**src/rtl/imem_loader_pkg.sv**
```systemverilog
// Shared definitions for the instruction-memory boot loader:
// FSM state encoding, default frame sync marker and byte-index width.
package imem_loader_pkg;

    typedef enum logic [2:0] {
        ST_IDLE   = 3'd0,
        ST_LEN_LO = 3'd1,
        ST_LEN_HI = 3'd2,
        ST_DATA   = 3'd3,
        ST_CHECK  = 3'd4,
        ST_DONE   = 3'd5,
        ST_ERROR  = 3'd6
    } state_e;

    localparam logic [7:0] SYNC_BYTE_DEFAULT = 8'hA5;

    // Four bytes per 32-bit word.
    localparam int BYTE_IDX_W = 2;

endpackage

```
**src/rtl/imem_word_asm.sv**
```systemverilog
// Word assembler for the boot loader: packs four little-endian bytes into a
// 32-bit word, flags the byte that completes a word, and keeps a running XOR
// checksum of every byte shifted in since the last clear.
module imem_word_asm
    import imem_loader_pkg::*;
(
    input  logic        clock,
    input  logic        reset,
    input  logic        i_clear,
    input  logic        i_shift,
    input  logic [7:0]  i_byte,
    output logic        o_word_ready,
    output logic [31:0] o_word,
    output logic [7:0]  o_chk
);

    logic [23:0]           r_sr;
    logic [BYTE_IDX_W-1:0] r_idx;
    logic [7:0]            r_chk;

    // Shift bytes in from the top so byte0 ends up in the least significant lane.
    always_ff @(posedge clock) begin
        if (reset || i_clear) begin
            r_sr  <= '0;
            r_idx <= '0;
            r_chk <= '0;
        end else if (i_shift) begin
            r_sr  <= {i_byte, r_sr[23:8]};
            r_idx <= r_idx + 1'b1;
            r_chk <= r_chk ^ i_byte;
        end
    end

    // The completing byte is presented combinationally as the top lane.
    always_comb begin
        o_word_ready = i_shift && (r_idx == '1);
        o_word       = {i_byte, r_sr};
        o_chk        = r_chk;
    end

endmodule

```
**src/rtl/imem_loader.sv**
```systemverilog
// Boot-time instruction-memory loader. Parses a framed image from a UART byte
// stream (SYNC, LEN_LO, LEN_HI, 4*N payload bytes, XOR checksum), writes each
// assembled word to instruction memory and releases the core reset only once
// the whole image has loaded with a good checksum.
// Optional inter-byte timeout: define IMEM_LOADER_TIMEOUT_EN.
module imem_loader
    import imem_loader_pkg::*;
#(
    parameter int         ADDR_WIDTH     = 8,
    parameter logic [7:0] SYNC_BYTE      = SYNC_BYTE_DEFAULT,
    parameter int         TIMEOUT_CYCLES = 1000000
) (
    input  logic                  clock,
    input  logic                  reset,
    input  logic                  rx_valid,
    input  logic [7:0]            rx_data,
    input  logic                  reload,
    output logic                  imem_we,
    output logic [ADDR_WIDTH-1:0] imem_addr,
    output logic [31:0]           imem_wdata,
    output logic                  cpu_reset,
    output logic                  load_done,
    output logic                  load_err,
    output logic [ADDR_WIDTH:0]   word_count
);

    // Largest legal word count is the full memory capacity.
    localparam logic [16:0] MAX_WORDS = 17'd1 << ADDR_WIDTH;

    state_e                r_state;
    state_e                w_state_next;

    logic [7:0]            r_len_lo;
    logic [ADDR_WIDTH:0]   r_len;
    logic [ADDR_WIDTH:0]   r_word_count;
    logic                  r_imem_we;
    logic [ADDR_WIDTH-1:0] r_imem_addr;
    logic [31:0]           r_imem_wdata;
    logic                  r_cpu_reset;
    logic                  r_load_done;
    logic                  r_load_err;

    logic                  w_accept;
    logic                  w_sync_hit;
    logic [15:0]           w_len16;
    logic                  w_len_over;
    logic                  w_len_zero;
    logic [ADDR_WIDTH:0]   w_wc_inc;
    logic                  w_last_word;
    logic                  w_shift;
    logic                  w_clear;
    logic                  w_word_ready;
    logic [31:0]           w_word;
    logic [7:0]            w_chk;
    logic                  w_timeout;
    logic                  w_cpu_reset_next;
    logic                  w_load_done_next;
    logic                  w_load_err_next;

    // A byte only counts when reload is not competing with it.
    always_comb begin
        w_accept    = rx_valid && !reload;
        w_sync_hit  = w_accept && (r_state == ST_IDLE) && (rx_data == SYNC_BYTE);
        w_len16     = {rx_data, r_len_lo};
        w_len_over  = {1'b0, w_len16} > MAX_WORDS;
        w_len_zero  = (w_len16 == 16'd0);
        w_wc_inc    = r_word_count + 1'b1;
        w_last_word = (w_wc_inc == r_len);
        w_shift     = w_accept && (r_state == ST_DATA);
        w_clear     = reload || w_sync_hit;
    end

    imem_word_asm u_word_asm (
        .clock        (clock),
        .reset        (reset),
        .i_clear      (w_clear),
        .i_shift      (w_shift),
        .i_byte       (rx_data),
        .o_word_ready (w_word_ready),
        .o_word       (w_word),
        .o_chk        (w_chk)
    );

`ifdef IMEM_LOADER_TIMEOUT_EN
    logic [31:0] r_tmo_cnt;
    logic        w_tmo_active;

    // Timeout applies only while a frame is in progress.
    always_comb begin
        w_tmo_active = (r_state == ST_LEN_LO) || (r_state == ST_LEN_HI) ||
                       (r_state == ST_DATA)   || (r_state == ST_CHECK);
        w_timeout    = w_tmo_active && !w_accept &&
                       (r_tmo_cnt == 32'(TIMEOUT_CYCLES - 1));
    end

    // Idle-cycle counter, restarted by every accepted byte.
    always_ff @(posedge clock) begin
        if (reset || w_accept || !w_tmo_active) begin
            r_tmo_cnt <= '0;
        end else begin
            r_tmo_cnt <= r_tmo_cnt + 1'b1;
        end
    end
`else
    logic w_unused_tmo;

    // Without the timeout the loader waits indefinitely for the next byte.
    always_comb begin
        w_timeout    = 1'b0;
        w_unused_tmo = (TIMEOUT_CYCLES == 0);
    end
`endif

    // FSM state register.
    always_ff @(posedge clock) begin
        if (reset) begin
            r_state <= ST_IDLE;
        end else begin
            r_state <= w_state_next;
        end
    end

    // FSM next-state logic; reload overrides everything.
    always_comb begin
        w_state_next = r_state;
        if (reload) begin
            w_state_next = ST_IDLE;
        end else if (w_timeout) begin
            w_state_next = ST_ERROR;
        end else begin
            case (r_state)
                ST_IDLE: begin
                    if (w_sync_hit) w_state_next = ST_LEN_LO;
                end
                ST_LEN_LO: begin
                    if (w_accept) w_state_next = ST_LEN_HI;
                end
                ST_LEN_HI: begin
                    if (w_accept) begin
                        if (w_len_over)      w_state_next = ST_ERROR;
                        else if (w_len_zero) w_state_next = ST_CHECK;
                        else                 w_state_next = ST_DATA;
                    end
                end
                ST_DATA: begin
                    if (w_word_ready && w_last_word) w_state_next = ST_CHECK;
                end
                ST_CHECK: begin
                    if (w_accept) begin
                        w_state_next = (rx_data == w_chk) ? ST_DONE : ST_ERROR;
                    end
                end
                ST_DONE:  w_state_next = ST_DONE;
                ST_ERROR: w_state_next = ST_ERROR;
                default:  w_state_next = ST_IDLE;
            endcase
        end
    end

    // FSM output decode from the upcoming state so the status flags are registered.
    always_comb begin
        w_cpu_reset_next = (w_state_next != ST_DONE);
        w_load_done_next = (w_state_next == ST_DONE);
        w_load_err_next  = (w_state_next == ST_ERROR);
    end

    // Status output registers.
    always_ff @(posedge clock) begin
        if (reset) begin
            r_cpu_reset <= 1'b1;
            r_load_done <= 1'b0;
            r_load_err  <= 1'b0;
        end else begin
            r_cpu_reset <= w_cpu_reset_next;
            r_load_done <= w_load_done_next;
            r_load_err  <= w_load_err_next;
        end
    end

    // Length capture, word counter and the one-cycle imem write register.
    always_ff @(posedge clock) begin
        if (reset) begin
            r_len_lo     <= '0;
            r_len        <= '0;
            r_word_count <= '0;
            r_imem_we    <= 1'b0;
            r_imem_addr  <= '0;
            r_imem_wdata <= '0;
        end else begin
            r_imem_we <= w_word_ready;
            if (w_word_ready) begin
                r_imem_addr  <= r_word_count[ADDR_WIDTH-1:0];
                r_imem_wdata <= w_word;
                r_word_count <= w_wc_inc;
            end
            if (w_sync_hit) begin
                r_word_count <= '0;
            end
            if (w_accept && (r_state == ST_LEN_LO)) begin
                r_len_lo <= rx_data;
            end
            if (w_accept && (r_state == ST_LEN_HI)) begin
                r_len <= w_len16[ADDR_WIDTH:0];
            end
        end
    end

    always_comb begin
        imem_we    = r_imem_we;
        imem_addr  = r_imem_addr;
        imem_wdata = r_imem_wdata;
        cpu_reset  = r_cpu_reset;
        load_done  = r_load_done;
        load_err   = r_load_err;
        word_count = r_word_count;
    end

endmodule
```
**config.mk**
```make
export PLATFORM = sky130hd
export DESIGN_NAME = imem_loader
export DESIGN_NICKNAME = d
export VERILOG_FILES = /design/src/rtl/imem_loader_pkg.sv /design/src/rtl/imem_word_asm.sv /design/src/rtl/imem_loader.sv
export SDC_FILE = /design/constraint.sdc
export NUM_CORES = 1
export LEC_CHECK = 0
export CAP_MARGIN = 40
export CORE_ASPECT_RATIO = 1.5
export CORE_MARGIN = 4
export CORE_UTILIZATION = 35
export DETAILED_ROUTE_END_ITERATION = 8
export GPL_TIMING_DRIVEN = 1
export PLACE_DENSITY = 0.58
export SKIP_LAST_GASP = 1
export SLEW_MARGIN = 20
export SYNTH_ARGS = -nofsm -noshare
export SYNTH_HDL_FRONTEND = slang
export SYNTH_SLANG_ARGS = --single-unit
export TNS_END_PERCENT = 5
```
**constraint.sdc**
```tcl
create_clock -name clock -period 3.1 [get_ports clock]
set_input_delay 0.465 -clock clock [delete_from_list [all_inputs] [get_ports clock]]
set_output_delay 0.465 -clock clock [all_outputs]
set_load 0.1 [all_outputs]
```
==> results by group <==
Logic synthesis
  • Commonest cells post-synth: nand2_1 (149), dfxtp_1 (107), a21oi_1 (77)
  • Syn nets: 542
  • Syn_area_per_cell: 8.14 sq um
  • Number of synthesized flops with an enable pin: 0
  • Synth area leader: dfxtp_1
  • Count leader, synth: nand2_1
  • Post-synth top area share: 0.498
  • Synth cell types: 46
  • Sequential area share after synthesis: 0.498
  • Top FF cell, synth: dfxtp_1
  • Top cells by area, synth: dfxtp_1 (50%), nand2_1 (13%), a21oi_1 (9.0%)
  • Cell area after synthesis: 4300 sq um
  • FF+latch count, synth: 107
  • Async SR Flop Fraction: 0
  • Gate Count Post-Synth: 528
  • Synth warn: 0

Floorplanning
  • Die area: 14200 sq um
  • Core area: 12000 sq um
  • Width of the die: 98.5 um
  • DIE HEIGHT: 144 um
  • Number of placement rows: 49
  • Initial core utilization: 0.358
  • I/O pin cnt: 65

CTS
  • H-tree depth: 3
  • TritonCTS clock tree: yes
  • Post-CTS Setup Bufs: 0
  • Clock-pin slew on the worst setup and hold paths: 0.07 ns
  • Clock latency on the worst-skew pair: 0.34 ns
  • Hold buffers post-CTS: 0
  • CTS buffer count: 9
  • CTS root buf: clkbuf_16
  • Sink Count: 107
  • PostCTS Resize Cnt: 0
  • Maximum buffer depth of the clock tree: 2

Worst setup path
  • Cell breakdown of the critical path: clkdlybuf4s50_1 > or4_1 > or4_4 > or4_1 > a32oi_1 > o21a_2 > o21ai_2
  • Setup CP Type: in2reg
  • Crit-path max FO: 5
  • Register-to-register path setup slack: 0.80 ns
  • Crit. End Element: flop
  • Critical Path RT: 3.33 ns
  • Worst EP arrival: 2.73 ns
  • Critical Path Most Common Cell: or4_1
  • Slowest stage cell, crit path: clkdlybuf4s50_1
  • Startpoint Class: input port
  • Critical Path Max Stage Delay: 0.50 ns

Timing
  • Fmax: 0.401 GHz
  • Final Max Slew Viols: 0
  • WHS: 0.457 ns
  • Slew @ Worst Pin: 0.635 ns
  • Setup TNS: 0 ns
  • Clock skew: 0.0104 ns
  • Fin crit share: 0.805
  • Final setup viols: 0
  • Worst slew margin: 0.576
  • Period minus WS final: 2.50 ns
  • RSZ-0062 raised after global routing: false
  • Fin. Hold Viols: 0

Route
  • DRT iter0 DRCs: 210
  • WL per Instance: 14.0 um
  • ANT nets after route: 0
  • Vias per cell: 4.90
  • First-pass DRT Iterations: 4
  • Overall routed net length: 10400 um
  • DR vias: 3633
  • # DRC: 0

Status
  • Status: complete, no violations

Global route
  • Largest net degree at the start of global routing: 61
  • First-pass GRT wire length: 17300 um
  • Initial antenna violation count: 0
  • Vias in the first global route: 3596
  • Grt ovf: 0
  • GRT Total Usage: 0.150

Placement
  • Routability cong.: 0.812
  • HPWL after DPL: 7310 um
  • Port Buffers: 64

Finish
  • Area Overhead vs Synth: 23.6%
  • Final core utilization: 0.442
  • Layout cells sized above 1: 0.158
  • Antenna Cells: 0
  • Nets: 597

Power and ir drop
  • Worst vdd ir: 0.290 mV
  • Leak: 1.99 nW
  • Pwr Density: 504 nW/um^2

Run
  • Maximum capacitance violations: 0

Min path
  • Worst min path class: reg2reg
==> flip-flops by register name, summed over array words and instances (netlist names) <==
name,cells
u_word_asm.r_sr,24
r_len,9
r_len_lo,8
imem_addr,8
u_word_asm.r_idx,2
u_word_asm.o_chk,8
load_err,1
load_done,1
cpu_reset,1
imem_we,1
r_state,3
word_count,9
imem_wdata,32
==> cells in the final DEF (no fill, tap or decap), drive strengths merged, types with 3 or more instances in the layout <==
cell type      count
a211oi             3
a21oi             77
and3               3
buf               71
clkbuf            11
clkdlybuf4s50     10
dfxtp            107
inv                5
mux2i              9
nand2            150
nand2b             4
nand3             16
nand4              3
nor2              35
nor3b              4
nor4               6
o21a               3
o21ai              3
or3                3
or4                3
xnor2             13
xor2              23
==> critical path: cells and delay by family <==
family | cells | cell delay (ns)
AO/OA/AOI/OAI | 3 | 0.38
buffers and inverters | 1 | 0.50
AND/OR/NAND/NOR | 3 | 1.37
==> kinds of logic (layout without fill, tap and decap cells) <==
group	count (synthesis)	in the layout	synth area share
DFF	107	107	0.498
muxes	9	9	0.0209
xor gates and xnor gates	36	36	0.0733
AOI/OAI and AO/OA	97	97	0.125
and+or+nand+nor	237	237	0.239
buffers and inverters	40	100	0.0375
adders and majority gates	2	2	0.00582
==> path summary, 6_finish.rpt <==
| kind | startpoint | cells past startpoint | end |
|---|---|---|---|
| max reg2reg | word_count[0] | 7 | load_err |
| max | rx_data[6] | 7 | r_state[1] |
| min reg2reg | imem_wdata[4] | 2 | imem_wdata[4] |
| min | imem_wdata[4] | 2 | imem_wdata[4] |
==> through the flow <==
step	cells	cell area [sq um]	total power (W)	setup WS [ns]
2_1_floorplan	528	4300	0.00144	0.313
6_report	741	5320	0.00268	0.604
5_1_grt	741	5320	0.00278	0.514
3_3_place_gp	725	4990	0.00148	0.254
4_1_cts	741	5320	0.00271	0.603
3_5_place_dp	725	4990	0.00148	0.231
==> report_power, final <==
group          internal, W  switching, W  total [W]
Clock             0.000735      0.000496    0.00123
Sequential         0.00137  0.0000000363    0.00137
Combinational    0.0000287     0.0000462  0.0000749
Total              0.00214      0.000542    0.00268
==> area by class of cell <==
cell class / count / area [sq um]
multi-input combinational: 381 / 2000
tap: 153 / 191
sequential: 107 / 2140
clock buffer: 11 / 243
timing repair buffer: 81 / 643
fill: 1262 / 6700
inverter: 3 / 11.3
clock inverter: 5 / 82.6
==> metal layers <==
metal / up-vias / GRT usage / part of all wire
met5: - / 0 / 0
li1: 1867 / - / -
met4: 0 / 0.0597 / 0.014
met2: 79 / 0.257 / 0.48
met1: 1680 / 0.188 / 0.46
met3: 7 / 0.0243 / 0.039
(Power assumes the default switching activity.)
